[config.mk]
export PLATFORM = sky130hd
export DESIGN_NAME = pcs_rx_sync
export DESIGN_NICKNAME = d
export VERILOG_FILES = /design/src/rtl/pcs_pkg.sv /design/src/rtl/pcs_cg_check.sv /design/src/rtl/pcs_rx_sync.sv
export SDC_FILE = /design/constraint.sdc
export NUM_CORES = 1
export LEC_CHECK = 0
export CORE_ASPECT_RATIO = 0.75
export CORE_MARGIN = 5
export CORE_UTILIZATION = 46
export CTS_BUF_LIST = sky130_fd_sc_hd__clkbuf_4 sky130_fd_sc_hd__clkbuf_8 sky130_fd_sc_hd__clkbuf_16
export DETAILED_ROUTE_END_ITERATION = 10
export PLACE_DENSITY = 0.84
export SLEW_MARGIN = 20
export SYNTH_ARGS = -nofsm -noshare
export SYNTH_HDL_FRONTEND = slang
export SYNTH_SLANG_ARGS = --single-unit
[constraint.sdc]
create_clock -name clock -period 4.4 [get_ports clock]
set_input_delay 0.88 -clock clock [delete_from_list [all_inputs] [get_ports clock]]
set_output_delay 0.88 -clock clock [all_outputs]
set_load 0.005 [all_outputs]
[src/rtl/pcs_pkg.sv]
// Shared state encoding, K28.5 patterns and comma masks for the 1000BASE-X receive synchronizer.
package pcs_pkg;

  typedef enum logic [3:0] {
    LOSS_OF_SYNC,
    COMMA_DETECT_1,
    COMMA_DETECT_2,
    COMMA_DETECT_3,
    ACQUIRE_SYNC_1,
    ACQUIRE_SYNC_2,
    SYNC_ACQUIRED_1,
    SYNC_ACQUIRED_2,
    SYNC_ACQUIRED_2A,
    SYNC_ACQUIRED_3,
    SYNC_ACQUIRED_3A,
    SYNC_ACQUIRED_4,
    SYNC_ACQUIRED_4A
  } sync_state_e;

  localparam logic [9:0] K28_5_RDN = 10'b0011111010;
  localparam logic [9:0] K28_5_RDP = 10'b1100000101;

  // Both comma polarities, compared against code-group bits [9:3].
  localparam logic [6:0] COMMA_MASK_RDN = 7'b0011111;
  localparam logic [6:0] COMMA_MASK_RDP = 7'b1100000;

  function automatic logic is_sync_acquired(input sync_state_e s);
    return (s == SYNC_ACQUIRED_1)  || (s == SYNC_ACQUIRED_2)  ||
           (s == SYNC_ACQUIRED_2A) || (s == SYNC_ACQUIRED_3)  ||
           (s == SYNC_ACQUIRED_3A) || (s == SYNC_ACQUIRED_4)  ||
           (s == SYNC_ACQUIRED_4A);
  endfunction

  function automatic logic is_comma_detect(input sync_state_e s);
    return (s == COMMA_DETECT_1) || (s == COMMA_DETECT_2) || (s == COMMA_DETECT_3);
  endfunction

  function automatic logic is_acquire_sync(input sync_state_e s);
    return (s == ACQUIRE_SYNC_1) || (s == ACQUIRE_SYNC_2);
  endfunction

  // One level deeper into error recovery; the fourth level gives up sync.
  function automatic sync_state_e sa_worse(input sync_state_e s);
    case (s)
      SYNC_ACQUIRED_1:                   return SYNC_ACQUIRED_2;
      SYNC_ACQUIRED_2, SYNC_ACQUIRED_2A: return SYNC_ACQUIRED_3;
      SYNC_ACQUIRED_3, SYNC_ACQUIRED_3A: return SYNC_ACQUIRED_4;
      default:                           return LOSS_OF_SYNC;
    endcase
  endfunction

  function automatic sync_state_e sa_better(input sync_state_e s);
    case (s)
      SYNC_ACQUIRED_3A: return SYNC_ACQUIRED_2;
      SYNC_ACQUIRED_4A: return SYNC_ACQUIRED_3;
      default:          return SYNC_ACQUIRED_1;
    endcase
  endfunction

  function automatic sync_state_e sa_to_a(input sync_state_e s);
    case (s)
      SYNC_ACQUIRED_3: return SYNC_ACQUIRED_3A;
      SYNC_ACQUIRED_4: return SYNC_ACQUIRED_4A;
      default:         return SYNC_ACQUIRED_2A;
    endcase
  endfunction

endpackage

[src/rtl/pcs_cg_check.sv]
// Combinational code-group checker: comma detect, popcount, disparity validity and next running disparity.
module pcs_cg_check
  import pcs_pkg::*;
(
  input  logic [9:0] cg_i,
  input  logic       rd_pos_i,
  output logic       comma_o,
  output logic       cg_good_o,
  output logic       rd_pos_next_o
);

  logic [3:0] ones;

  always_comb begin
    ones = '0;
    for (int i = 0; i < 10; i++) begin
      ones = ones + {3'b000, cg_i[i]};
    end
  end

  assign comma_o = (cg_i[9:3] == COMMA_MASK_RDN) || (cg_i[9:3] == COMMA_MASK_RDP);

  // A 6-ones group is only legal from RD-, a 4-ones group only from RD+.
  assign cg_good_o = (ones == 4'd5) ||
                     ((ones == 4'd6) && !rd_pos_i) ||
                     ((ones == 4'd4) &&  rd_pos_i);

  always_comb begin
    rd_pos_next_o = rd_pos_i;
    if (ones == 4'd6) begin
      rd_pos_next_o = 1'b1;
    end else if (ones == 4'd4) begin
      rd_pos_next_o = 1'b0;
    end
  end

endmodule

[src/rtl/pcs_rx_sync.sv]
// 1000BASE-X PCS receive code-group synchronizer (IEEE 802.3 Clause 36 sync FSM).
// Optional saturating error counter enabled by defining PCS_SYNC_ERR_CNT_EN.
module pcs_rx_sync
  import pcs_pkg::*;
#(
  parameter int GOOD_CGS = 4
`ifdef PCS_SYNC_ERR_CNT_EN
  , parameter int ERR_CNT_W = 16
`endif
) (
  input  logic       clock,
  input  logic       reset,
  input  logic       power,
  input  logic [9:0] rx_code_group,
  output logic       RX_EVEN,
  output logic       code_sync_status,
  output logic [9:0] sync_code_group,
  output logic       rd_pos
`ifdef PCS_SYNC_ERR_CNT_EN
  , output logic [ERR_CNT_W-1:0] err_count
`endif
);

  localparam int CNT_W = $clog2(GOOD_CGS + 1);

  sync_state_e      state_q, state_d;
  logic [CNT_W-1:0] good_cnt_q, good_cnt_d;
  logic             rx_even_q, rx_even_d;
  logic             status_q, status_d;
  logic             rd_q, rd_d;
  logic [9:0]       cg_q;

  logic comma;
  logic cg_good_raw;
  logic rd_next_good;
  logic even_slot;
  logic cg_bad;

  pcs_cg_check u_cg_check (
    .cg_i          (rx_code_group),
    .rd_pos_i      (rd_q),
    .comma_o       (comma),
    .cg_good_o     (cg_good_raw),
    .rd_pos_next_o (rd_next_good)
  );

  assign even_slot = !rx_even_q;

  // Once alignment is being tracked, a comma on an odd slot means misalignment.
  assign cg_bad = !cg_good_raw ||
                  (comma && !even_slot &&
                   (is_acquire_sync(state_q) || is_sync_acquired(state_q)));

  assign rd_d = cg_bad ? rd_q : rd_next_good;

  always_comb begin
    state_d    = state_q;
    good_cnt_d = good_cnt_q;
    rx_even_d  = even_slot;

    case (state_q)
      LOSS_OF_SYNC: begin
        if (comma) state_d = COMMA_DETECT_1;
      end
      COMMA_DETECT_1: state_d = (!cg_bad && !comma) ? ACQUIRE_SYNC_1  : LOSS_OF_SYNC;
      COMMA_DETECT_2: state_d = (!cg_bad && !comma) ? ACQUIRE_SYNC_2  : LOSS_OF_SYNC;
      COMMA_DETECT_3: state_d = (!cg_bad && !comma) ? SYNC_ACQUIRED_1 : LOSS_OF_SYNC;
      ACQUIRE_SYNC_1: begin
        if (cg_bad)     state_d = LOSS_OF_SYNC;
        else if (comma) state_d = COMMA_DETECT_2;
      end
      ACQUIRE_SYNC_2: begin
        if (cg_bad)     state_d = LOSS_OF_SYNC;
        else if (comma) state_d = COMMA_DETECT_3;
      end
      SYNC_ACQUIRED_1: begin
        if (cg_bad) state_d = SYNC_ACQUIRED_2;
      end
      SYNC_ACQUIRED_2, SYNC_ACQUIRED_3, SYNC_ACQUIRED_4: begin
        if (cg_bad) begin
          state_d = sa_worse(state_q);
        end else begin
          state_d    = sa_to_a(state_q);
          good_cnt_d = CNT_W'(1);
        end
      end
      SYNC_ACQUIRED_2A, SYNC_ACQUIRED_3A, SYNC_ACQUIRED_4A: begin
        if (cg_bad) begin
          state_d = sa_worse(state_q);
        end else if (good_cnt_q == CNT_W'(GOOD_CGS - 1)) begin
          state_d    = sa_better(state_q);
          good_cnt_d = '0;
        end else begin
          good_cnt_d = good_cnt_q + CNT_W'(1);
        end
      end
      default: state_d = LOSS_OF_SYNC;
    endcase

    if (!power) begin
      state_d = LOSS_OF_SYNC;
    end

    // The comma that opens a COMMA_DETECT state defines the even slot.
    if (is_comma_detect(state_d)) begin
      rx_even_d = 1'b1;
    end

    status_d = is_sync_acquired(state_d);
  end

  always_ff @(posedge clock) begin
    if (reset) begin
      state_q    <= LOSS_OF_SYNC;
      good_cnt_q <= '0;
      rx_even_q  <= 1'b0;
      status_q   <= 1'b0;
      rd_q       <= 1'b0;
      cg_q       <= '0;
    end else begin
      state_q    <= state_d;
      good_cnt_q <= good_cnt_d;
      rx_even_q  <= rx_even_d;
      status_q   <= status_d;
      rd_q       <= rd_d;
      cg_q       <= rx_code_group;
    end
  end

  assign RX_EVEN          = rx_even_q;
  assign code_sync_status = status_q;
  assign sync_code_group  = cg_q;
  assign rd_pos           = rd_q;

`ifdef PCS_SYNC_ERR_CNT_EN
  logic [ERR_CNT_W-1:0] err_q, err_d;

  always_comb begin
    err_d = err_q;
    if (status_q && cg_bad && (err_q != '1)) begin
      err_d = err_q + ERR_CNT_W'(1);
    end
  end

  always_ff @(posedge clock) begin
    if (reset) begin
      err_q <= '0;
    end else begin
      err_q <= err_d;
    end
  end

  assign err_count = err_q;
`endif

endmodule

# --- After elaboration in Yosys (flattened, before gate mapping) ---
# Index checks and enable logic that the tools add are counted.
classes:
  addsub: 10
  eq_ne: 30
  n_mux: 24
  bitwise_logic: 1
  n_reduce_logical: 39
op_table:
  columns: ["cell", "n"]
  rows:
  - ["== test 4 bit (second input constant)", 10]
  - ["two-way mux 4 bit", 10]
  - ["== test 4 x 3 -> 1 bit (second input constant)", 9]
  - ["one-hot mux 4 bit (9 select lines)", 1]
  - ["adder 4 x 1 -> 4 bit", 8]
  - ["logical OR 1 bit", 20]
  - ["two-way mux 3 bit", 6]
  - ["== test 4 x 2 -> 1 bit (second input constant)", 4]
  - ["one-hot mux 4 bit (2 select lines)", 2]
  - ["one-hot mux 3 bit (2 select lines)", 2]
  - ["== test 4 x 1 -> 1 bit (second input constant)", 2]
  - ["== test 7 x 5 -> 1 bit (second input constant)", 1]
  - ["== test 7 bit (second input constant)", 1]
  - ["OR reduction 3 bit", 2]
  - ["logical AND 1 bit", 5]
  - ["logical NOT 1 bit", 5]
  - ["logical NOT 4 bit", 1]
  - ["!= test 2 bit (second input constant)", 2]
  - ["nonzero test 2 bit", 2]
  - ["OR reduction 2 bit", 2]
  - ["adder 3 x 1 -> 3 bit (second input constant)", 1]
  - ["== test 3 x 2 -> 1 bit (second input constant)", 1]
  - ["two-way mux 1 bit", 3]
  - ["AND reduction 3 bit", 1]
  - ["other kinds (3)", 3]
word_totals:
  regBits: 20
  in_bits: 13
  output_inout_bits: 13
  word_cells: 110

# --- Longest topological paths before layout ---
# Gate-level depths: netlist of the first run.
logic_depth:
  word_depth: 27
  depth_mapped: 16
  ltp_nobuf: 15

# --- Cells and area by module ---
# From an unflattened synthesis of the first run, not the netlist that was laid out.
hier_totals:
  cells_unflattened: 147
  hier_area_um2: 1326.3
modules_own_cells:
  columns: ["mod", "n_inst", "cells_each", "area_each_um2", "seq_area_each_um2"]
  rows:
  - ["pcs_rx_sync", 1, 113, 1022.2, 400.4]
  - ["pcs_cg_check", 1, 34, 304.0, 0.0]

# --- Worst setup path before layout of the first run ---
# Ideal clock, no wire load.
synth_path:
  kind: "input-to-reg"
  start: "input port rx_code_group[0]"
  end: "register status_q (netlist: code_sync_status)"
  setup_ps: 120
  arrival_time_ps: 4512
  required_time_ps: 4280
  path_slack_ps: -232
  stages: 16
  n_path_buf: 1
  path_cell_list: "ha_1 > inv_1 > fa_1 > fa_1 > fa_1 > inv_1 > fa_1 > inv_1 > fa_1 > xnor2_1 > nor3_1 > and2_1 > buf_6 > mux2i_1 > nor2_1 > or2_1"
synth_via:
  elab_chain_cells: 27
  word_cells_on_any_way: 43
  cone_classes: "add/sub (9); eq/ne (10); mux (10); reduce/logical (14)"
synth_rtl:
  columns: ["element", "line_no", "source"]
  rows:
  - ["start: declaration", "pcs_rx_sync.sv:14", "input logic [9:0] rx_code_group,"]
  - ["adder 1 x 1 -> 2 bit *", "pcs_cg_check.sv:17", "ones = ones + {3'b000, cg_i[i]};"]
  - ["adder 4 x 1 -> 4 bit * (8 in a row)", "pcs_cg_check.sv:17", null]
  - ["== test 4 x 3 -> 1 bit", "pcs_cg_check.sv:25", "((ones == 4'd6) && !rd_pos_i) ||"]
  - ["logical AND 1 bit", "pcs_cg_check.sv:25", null]
  - ["logical OR 1 bit", "pcs_cg_check.sv:24", "assign cg_good_o = (ones == 4'd5) ||"]
  - ["logical OR 1 bit *", "pcs_cg_check.sv:25", null]
  - ["logical NOT 1 bit *", "pcs_rx_sync.sv:50", "assign cg_bad = !cg_good_raw ||"]
  - ["logical OR 1 bit *", "pcs_rx_sync.sv:50", null]
  - ["(+2 left out)", null, null]
  - ["two-way mux 3 bit, on equally long branches", "pcs_rx_sync.sv:66, pcs_rx_sync.sv:65, pcs_rx_sync.sv:67", null]
  - ["one-hot mux 4 bit (9 select lines) *", "pcs_rx_sync.sv:61", "case (state_q)"]
  - ["two-way mux 4 bit *", "pcs_rx_sync.sv:100", "if (!power) begin"]
  - ["== test 4 x 3 -> 1 bit", "pcs_pkg.sv:28", "return (s == SYNC_ACQUIRED_1) || (s == SYNC_ACQUIRED_2) ||"]
  - ["logical OR 1 bit (2 in a row)", "pcs_pkg.sv:28", null]
  - ["logical OR 1 bit (2 in a row)", "pcs_pkg.sv:29", "(s == SYNC_ACQUIRED_2A) || (s == SYNC_ACQUIRED_3) ||"]
  - ["logical OR 1 bit", "pcs_pkg.sv:30", "(s == SYNC_ACQUIRED_3A) || (s == SYNC_ACQUIRED_4) ||"]
  - ["logical OR 1 bit *", "pcs_pkg.sv:30", null]
  - ["end signal: assignment", "pcs_rx_sync.sv:124", "status_q <= status_d;"]
  - ["end: declaration", "pcs_rx_sync.sv:29", "logic status_q, status_d;"]
# Every way passes the cells marked *; elsewhere a longest branch is shown, timed or not.
# A chain may end at the register's enable or synchronous reset.

# --- Final worst setup path of the first run ---
layout_path:
  start: "input port rx_code_group[1]"
  end: "register rx_even_q (netlist: RX_EVEN)"
layout_via:
  elab_chain_cells: 24
  word_cells_on_any_way: 36
  cone_classes: "add/sub (9); eq/ne (6); mux (11); reduce/logical (10)"
layout_rtl:
  columns: ["element", "line_no", "source"]
  rows:
  - ["adder 1 x 1 -> 2 bit *", "pcs_cg_check.sv:17", null]
  - ["adder 4 x 1 -> 4 bit * (8 in a row)", "pcs_cg_check.sv:17", null]
  - ["== test 4 x 3 -> 1 bit", "pcs_cg_check.sv:25", null]
  - ["logical AND 1 bit", "pcs_cg_check.sv:25", null]
  - ["logical OR 1 bit", "pcs_cg_check.sv:24", null]
  - ["logical OR 1 bit *", "pcs_cg_check.sv:25", null]
  - ["logical NOT 1 bit *", "pcs_rx_sync.sv:50", null]
  - ["logical OR 1 bit *", "pcs_rx_sync.sv:50", null]
  - ["logical NOT 1 bit", "pcs_rx_sync.sv:65, pcs_rx_sync.sv:66, pcs_rx_sync.sv:67", null]
  - ["logical AND 1 bit", "pcs_rx_sync.sv:65, pcs_rx_sync.sv:66, pcs_rx_sync.sv:67", null]
  - ["two-way mux 3 bit, on equally long branches", "pcs_rx_sync.sv:66, pcs_rx_sync.sv:65, pcs_rx_sync.sv:67", null]
  - ["one-hot mux 4 bit (9 select lines) *", "pcs_rx_sync.sv:61", null]
  - ["two-way mux 4 bit *", "pcs_rx_sync.sv:100", null]
  - ["== test 4 x 1 -> 1 bit or == test 4 x 2 -> 1 bit (tied branches)", "pcs_pkg.sv:35", "return (s == COMMA_DETECT_1) || (s == COMMA_DETECT_2) || (s == COMMA_DETECT_3);"]
  - ["logical OR 1 bit", "pcs_pkg.sv:35", null]
  - ["logical OR 1 bit *", "pcs_pkg.sv:35", null]
  - ["two-way mux 1 bit *", "pcs_rx_sync.sv:105", "if (is_comma_detect(state_d)) begin"]
  - ["end signal: assignment", "pcs_rx_sync.sv:123", "rx_even_q <= rx_even_d;"]
  - ["end: declaration", "pcs_rx_sync.sv:28", "logic rx_even_q, rx_even_d;"]
# Marked as above.

==> results.md, run 1 <==
- The total DRC errors in the routed layout is 0.
- The remaining antenna violation count is 0.
- Traced cell by cell, the critical path runs through buf_8, ha_4, inv_2, fa_1, fa_1, fa_1, inv_2, fa_2, inv_2, fa_2, xnor2_2, nor3_2, and2_4, buf_6, a211oi_4, nor3b_4, o22ai_2.
- The checks that failed: setup timing.
- After global routing the overflow that remains totals 0.
- By area the synthesized netlist is led by sky130_fd_sc_hd__dfxtp_1 31%, sky130_fd_sc_hd__fa_1 9.4%, sky130_fd_sc_hd__ha_1 5.9%.
- The first-pass GRT wire length is 5880 um.
- The number of global-route vias before repair is roughly 1200.
- The total track usage is 18.8%.
- The largest net degree at the start of global routing is 17.
- Summing over every cut layer, the via total after detailed routing is 1227.
- The switching power is 211 uW.
- The total internal power is 462 uW.
- In this run the clock root is driven by a sky130_fd_sc_hd__clkbuf_8.
- The die span in x is 70.8 um.
- For the finished layout, the period the worst path requires is 4.64 ns.
- The combinational power share is between 40% and 50%.
- The Yosys step of the flow raised 0 warnings.
- The placed instance area is around 1600 um2.
- Relative to the synthesized area, the layout overhead comes to 42.4%.
- The fraction of registers with async set or reset after synthesis is 0%.
- In the final layout, the share of cells above drive strength 1 is 24.5%.
- After detailed routing, the total wire length is 3660 um.
- The core box area is 2640 um2.
- The later-pin clock latency in the skew report is about 0.26 ns.
- The number of buffers on the longest clock path is 2.
- The critical path's largest stage delay is 0.52 ns.
- The initial antenna violation count is 0.
- For this run, the top clock speed supported by timing is 216 MHz.
- The cell family contributing the most delay on the critical path is adder cells.
- The worst setup path is of the in -> reg kind.
- The largest voltage drop on the vdd net is between 0.2 and 0.25 mV.
- The max-capacitance violation count is 0.
- The flip-flop and latch count after synthesis is 20.
- The part of the Yosys area used for sequential elements is 31.4%.
- In the synthesized netlist, the number of instances is 145.
- The net count of the finished layout is between 200 and 250.
- The kind of start point of the critical path is an input pin.
- The worst hold path belongs to the class reg -> reg.
- Routability-driven placement finished with a final weighted congestion of 0.924.
- The most frequently used cell type in the post-synthesis netlist is sky130_fd_sc_hd__dfxtp_1.
- The number of failing hold endpoints at the final stage is 0.
- Buffers placed on the I/O ports in this run total 25.
- The area share of the leading cell type in the synthesized netlist is 31.4%.
- The TritonCTS clock tree is built.
- The number of buffers and inverters on the critical path is 5.
- At the worst endpoint, the arrival time is 4.77 ns.
- Setup repair after global routing could not meet its margin everywhere.
- The floorplan die area is 3940 um2.
- Power spread over the standard cell area amounts to 371 nW/um2.
- The average instance area after synthesis is just under 9 um2.
- Dividing the detail-routed via count by the number of cells gives around 5.6.
- The data required time at the worst endpoint is 4.53 ns.
- The highest fanout seen on the critical path is 5.
- Setup violations remaining at the end of the flow were counted as 4.
- Across the routed clock network, the largest skew measured is 0.00217 ns.
- The element type at the critical path end is a flop.
- The die extent in y is 55.6 um.
- The final-report max-slew violation count is 0.
- The area of all sequential standard cells is between 400 and 500 um2.
- The synthesized netlist net count is 170.
- The depth of the CTS H-tree is 1.
- The tightest hold path in the finished design has a slack of 0.486 ns.
- The detailed placement HPWL is 2530 um.
- At the pin with the least slew margin, the transition time is 0.658 ns.
- The number of search-and-repair iterations in the first detailed-routing pass is 4.
- Summed over all cells, the static leakage comes to 0.000725 uW.
- The clock transition at the registers of the reported paths is 0.07 ns.
- The library cell occupying the most area in the post-synthesis netlist is sky130_fd_sc_hd__dfxtp_1.
- The clock net in this run drives a total of 20 sinks.
- The clock network accounts for 21.2% of the total power.
- The worst slew margin relative to its limit is 55.5%.
- The register share of total power is between 20% and 30%.
- The final critical path takes up 105% of the cycle.
- The setup slack of the critical path after layout is -0.236 ns.
- The total clock buffers created by CTS is 3.
- The switching part of the total is 31.4%.
- The number of DRC markers in iteration 0 is 55.
- The cell area after synthesis is 1280 um2.
- Dividing the detail-routed wire length by the instance count gives 16.6 um.
- The count of standard-cell rows is 16.
- The distinct cell type count of the synthesized netlist is 42.
- OpenSTA, run right after detailed placement, puts the worst setup slack at -0.948 ns.
- After synthesis, the most frequently instantiated cells are 20 x sky130_fd_sc_hd__dfxtp_1, 17 x sky130_fd_sc_hd__inv_1, 16 x sky130_fd_sc_hd__nor2_1, 7 x sky130_fd_sc_hd__nor2b_1, 7 x sky130_fd_sc_hd__o21ai_0.
- The flow ran to the end, but the final reports show violations.
- The final-layout setup total negative slack is -0.690 ns.
- Yosys mapped a number of flops with a built-in enable equal to 0.
- The area occupied by multi-input gates is 855 um2.
- After filler insertion, the fill cell instance count of the layout stands at 202.
- The slowest cell on the critical path is sky130_fd_sc_hd__fa_1.
- At the end of the flow the core is filled with cells to 68.8%.
- The flip-flop cell with the highest count after synthesis is sky130_fd_sc_hd__dfxtp_1.
- The effective utilization at floorplan is around half.
- The antenna diode instance count is 0.
- The post-route cell area is between 1500 and 2000 um2.
- 26 I/O pins were placed.
==> metrics by stage <==
| step | total power (uW) | instances |
|---|---|---|
| after floorplan | 327 | 145 |
| after global placement | 384 | 209 |
| after detailed placement | 398 | 209 |
| after CTS | 642 | 219 |
| after global routing | 708 | 220 |
| final | 674 | 220 |
==> path summary, 6_finish.rpt <==
kind	slack, ns	cells after the start	startpoint	endpoint
max	-0.24	17	rx_code_group[1]	RX_EVEN
min	0.49	2	good_cnt_q[0]	good_cnt_q[0]
min reg2reg	0.49	2	good_cnt_q[0]	good_cnt_q[0]
max reg2reg	2.19	7	state_q[2]	RX_EVEN
==> power by group through the flow <==
stage                     combinational (uW)  sequential (uW)  clock, uW
final                                    335              196        143
after global routing                     354              197        157
after CTS                                305              196        142
after detailed placement                 199              200          0
after global placement                   185              199          0
after floorplan                          128              199          0
==> layout make-up <==
type	count	area share, %
multi-input cells	101	47.0
well taps	36	2.48
flip-flops and latches	20	22.0
clock buffers	4	3.03
repair buffers	41	21.7
inverters	18	3.72
==> registers in the layout, indices dropped and copies added, names as in the netlist <==
signal,count
code_sync_status,1
RX_EVEN,1
rd_pos,1
state_q,4
sync_code_group,10
good_cnt_q,3
==> layout by cell type (no fill, tap or decap), types with 2 or more instances in the layout <==
cell type / netlist / routed
sky130_fd_sc_hd__a21o_1: 3 / 3
sky130_fd_sc_hd__a21oi_1: 4 / 4
sky130_fd_sc_hd__a31oi_1: 2 / 2
sky130_fd_sc_hd__buf_4: 0 / 14
sky130_fd_sc_hd__buf_8: 0 / 2
sky130_fd_sc_hd__clkbuf_8: 0 / 4
sky130_fd_sc_hd__clkdlybuf4s50_1: 0 / 21
sky130_fd_sc_hd__dfxtp_1: 20 / 20
sky130_fd_sc_hd__dlygate4sd2_1: 0 / 2
sky130_fd_sc_hd__fa_1: 6 / 4
sky130_fd_sc_hd__fa_2: 0 / 2
sky130_fd_sc_hd__ha_1: 6 / 5
sky130_fd_sc_hd__inv_1: 17 / 12
sky130_fd_sc_hd__inv_2: 1 / 6
sky130_fd_sc_hd__mux2i_2: 0 / 2
sky130_fd_sc_hd__nand2_1: 6 / 6
sky130_fd_sc_hd__nand2b_1: 5 / 5
sky130_fd_sc_hd__nand4_1: 2 / 2
sky130_fd_sc_hd__nand4b_1: 2 / 2
sky130_fd_sc_hd__nor2_1: 16 / 16
sky130_fd_sc_hd__nor2b_1: 7 / 7
sky130_fd_sc_hd__nor3_1: 3 / 2
sky130_fd_sc_hd__o211ai_1: 3 / 3
sky130_fd_sc_hd__o21a_1: 2 / 2
sky130_fd_sc_hd__o21ai_0: 7 / 7
sky130_fd_sc_hd__o32ai_1: 2 / 2
==> logic make-up after synthesis <==
logic type | count (synthesis) | share of synthesized area, %
AO/OA/AOI/OAI | 31 | 18.0
buffers and inverters | 24 | 8.23
multiplexers | 4 | 3.14
flip-flops | 20 | 31.4
adder cells (fa/ha/maj) | 12 | 15.3
XOR/XNOR | 1 | 0.686
AND/OR/NAND/NOR | 53 | 23.2
==> worst min-delay path: cells and delay by family (launching register included) <==
kind             cells  cell delay (ns)
AND/OR/NAND/NOR      1             0.06
AO/OA/AOI/OAI        1             0.05
flip-flops           1             0.33
==> per-layer routing <==
metal | track usage [%] | part of all wire (%) | wire (um)
met5 | 0 | 0 | 0
met3 | 4.51 | 6.3 | 230
met2 | 31.7 | 52 | 1900
met4 | 7.51 | 1.3 | 48
met1 | 22.8 | 41 | 1490
==> repair_timing <==
item                       CTS  global route
hold buffers                 0             0
setup endpoints to repair   10             9
buffers inserted             6             1
resized for setup           27             5
pin swaps                   16            12
Note: power is estimated with default switching activity, not from simulation.
==> run 2: changes to the inputs <==
- CAP_MARGIN: default -> 5
- CORE_MARGIN: 5 -> 4
- CORE_UTILIZATION: 46 -> 48
- CTS_BUF_LIST: sky130_fd_sc_hd__clkbuf_4 sky130_fd_sc_hd__clkbuf_8 sky130_fd_sc_hd__clkbuf_16 -> sky130_fd_sc_hd__clkbuf_4
- PLACE_DENSITY: 0.84 -> 0.86
==> results.md, run 2 (same netlist as run 1, synthesis figures left out) <==
- The critical path's largest stage delay is 0.51 ns.
- The flow ran to the end, but the final reports show violations.
- In this run the worst setup path begins at rx_code_group[0].
- The number of setup violations in the final report is 5.
- The routed design has 3420 um of wire.
- The first global-routing pass estimated 5090 um of wire.
- The final weighted congestion in routability-driven placement is 0.950.
- In this run, CTS created clock tree buffers numbering 3.
- The flip-flop count of the largest register after layout is 10.
- The number of instances on the worst hold path is 2.
- The tool flagged a number of max-cap violations equal to 0.
- The total track usage is 19.5%.
- The number of search-and-repair iterations in the first detailed-routing pass is 4.
- STA classifies the critical path startpoint as an input pin.
- The later-pin clock latency in the skew report is 0.31 ns.
- In the final routed layout, each cell accounts on average for 15.9 um.
- The depth of the CTS H-tree is 1.
- The total DRC errors in the routed layout is 0.
- On the critical path the largest part of the delay comes from adder cells.
- The startpoint of the most critical register-to-register path is state_q[2].
- The initial antenna violation count came to 0.
- Summing all non-filler instances in the final layout gives an area of 1750 um2.
- Detailed placement finished with a half-perimeter wire length of 2420 um.
- Cells with a size suffix above 1 make up between 20% and 30% of the layout.
- The minimum hold slack is just under 0.5 ns.
- At the placement stage, the worst setup path has a slack of -0.935 ns.
- The element type at the critical path end is a flop.
- The worst min-delay path endpoint is good_cnt_q[2].
- The highest achievable clock rate is 220 MHz.
- By startpoint and endpoint, the worst setup path is classified as in -> reg.
- Entering global routing, the biggest net connects 17 pins.
- The number of clock sinks is 20.
- The critical register-to-register path endpoint is code_sync_status.
- The worst endpoint data arrival time is 4.76 ns.
- The number of DRC markers in iteration 0 is 82.
- The library cell used most frequently in the layout, excluding fill and tap cells, is sky130_fd_sc_hd__clkdlybuf4s50_1.
- 26 I/O pins were placed.
- Measured in cells, the most critical reg-to-reg path has a length of 7.
- For the worst setup path, the data required time is 4.61 ns.
- The analysis attributes to cell leakage a power of 0.000696 uW.
- Once layout is complete, the cells apart from fillers number about 220.
- Setup repair after global routing could not meet its margin everywhere.
- The final reports fail on setup timing.
- The final-report max-slew violation count is 0.
- Summing over every cut layer, the via total after detailed routing is about 1200.
- The internal reg-to-reg setup slack is 2.18 ns.
- In the layout the commonest cells are 21 x sky130_fd_sc_hd__clkdlybuf4s50_1, 20 x sky130_fd_sc_hd__dfxtp_1, 15 x sky130_fd_sc_hd__nor2_1.
- The critical path goes through buf_8, ha_4, inv_2, fa_1, fa_1, fa_1, inv_2, fa_2, inv_2, fa_2, xnor2_2, nor3_2, and2_4, mux2i_4, nor2_2, or2_1.
- Using the TritonRoute via totals, the vias-per-cell ratio works out to 5.53.
- Dividing total power by cell area gives a power density of 340 nW/um2.
- The die span in x is 67.5 um.
- The floorplan has 15 rows.
- The worst hold path begins at good_cnt_q[2].
- The number of buffers and inverters on the critical path is 4.
- The time the worst path needs with I/O delays and setup is 4.55 ns.
- From bottom edge to top edge, the die measures 52.7 um.
- The number of buffers on the longest clock path is 2.
- The setup slack of the critical path after layout is -0.153 ns.
- The highest fanout seen on the critical path is 5.
- In this run, placement finished with an instance count of just over 200.
- The number of failing hold endpoints at the final stage is 0.
- The worst pin sits at a relative slew slack of 51.5%.
- The cell at the root of the clock tree is sky130_fd_sc_hd__clkbuf_4.
- On the final layout, the worst clock skew is 0.00182 ns.
- Once the floorplan was initialized, standard cells occupied 52.7% of the core.
- After detailed placement, the total cell area comes to approximately 1600 um2.
- The slowest cell on the critical path is sky130_fd_sc_hd__fa_1.
- The core box area is 2420 um2.
- The floorplan die area is approximately 3600 um2.
- The number of global-route vias before repair is 1129.
- IR analysis of the VDD net gives a maximum drop of about 0.27 mV.
- TritonCTS built the clock tree.
- The total grt overflow is 0.
- The detail route stage leaves a number of antenna-violating nets equal to 0.
- The signed area change from the synthesized netlist to the final layout is 37.5%.
- During placement, the flow inserted port buffers numbering 25.
- The worst min-delay path class is reg -> reg.
- At the pin with the least slew margin, the transition time is 0.717 ns.
- The hold buffer count at cts is 0.
- After clock tree synthesis, the clock-pin slew on the worst setup and hold paths is around 0.11 ns.
- The antenna diode instance count is 0.
- In the finished design, the share of the clock period the worst path needs comes to 103%.
- The final layout contains approximately 210 nets.
-- run 2: area by class of cell --
class | instances | area [um2]
repair buffers | 38 | 355
multi-input cells | 101 | 862
flip-flops and latches | 20 | 400
clock inverters | 1 | 3.75
inverters | 18 | 67.6
clock buffers | 3 | 22.5
fillers | 171 | 667
well taps | 34 | 42.5
-- run 2: through the flow --
stage                     utilization [%]  power [uW]  setup TNS, ns
after floorplan                         -         327         -0.336
after global placement               66.0         380          -5.52
after detailed placement             66.0         391          -6.87
after CTS                            69.9         534         -0.809
after global routing                 72.5         627          -1.30
final                                72.5         597         -0.516
-- run 2: per-layer routing --
metal / share of wire [%] / routed length, um / vias up / global-route usage [%]
met4: 2.6 / 88 / 0 / 6.06
met5: 0 / 0 / - / 0
li1: - / - / 572 / -
met1: 42 / 1440 / 554 / 24.9
met2: 48 / 1660 / 52 / 32.0
met3: 6.8 / 232 / 12 / 4.94
-- run 2: how the worst max path moves through the flow --
stage / endpoint / cells after the start / slack [ns]
floorplan: RX_EVEN / 16 / -0.16
global placement: code_sync_status / 16 / -0.78
detailed placement: code_sync_status / 16 / -0.94
CTS: code_sync_status / 16 / -0.23
global route: code_sync_status / 16 / -0.28
finish: code_sync_status / 16 / -0.15
-- run 2: tightest hold or removal path, delay by kind of cell, from the launching register on --
family | cells | cell delay [ns]
AO/OA/AOI/OAI | 1 | 0.04
AND/OR/NAND/NOR | 1 | 0.07
flip-flops | 1 | 0.34
-- run 2: where the power goes --
group	total, uW	internal [uW]	switching (uW)
clock network	90.7	33.2	57.5
logic	310	170	141
registers	196	190	5.48
-- run 2: repair_timing --
action	4_1_cts	5_1_grt
setup buffers	3	3
resized for setup	24	10
endpoints found under the setup margin	9	9
pin swaps	15	12
hold endpoints to repair	0	0
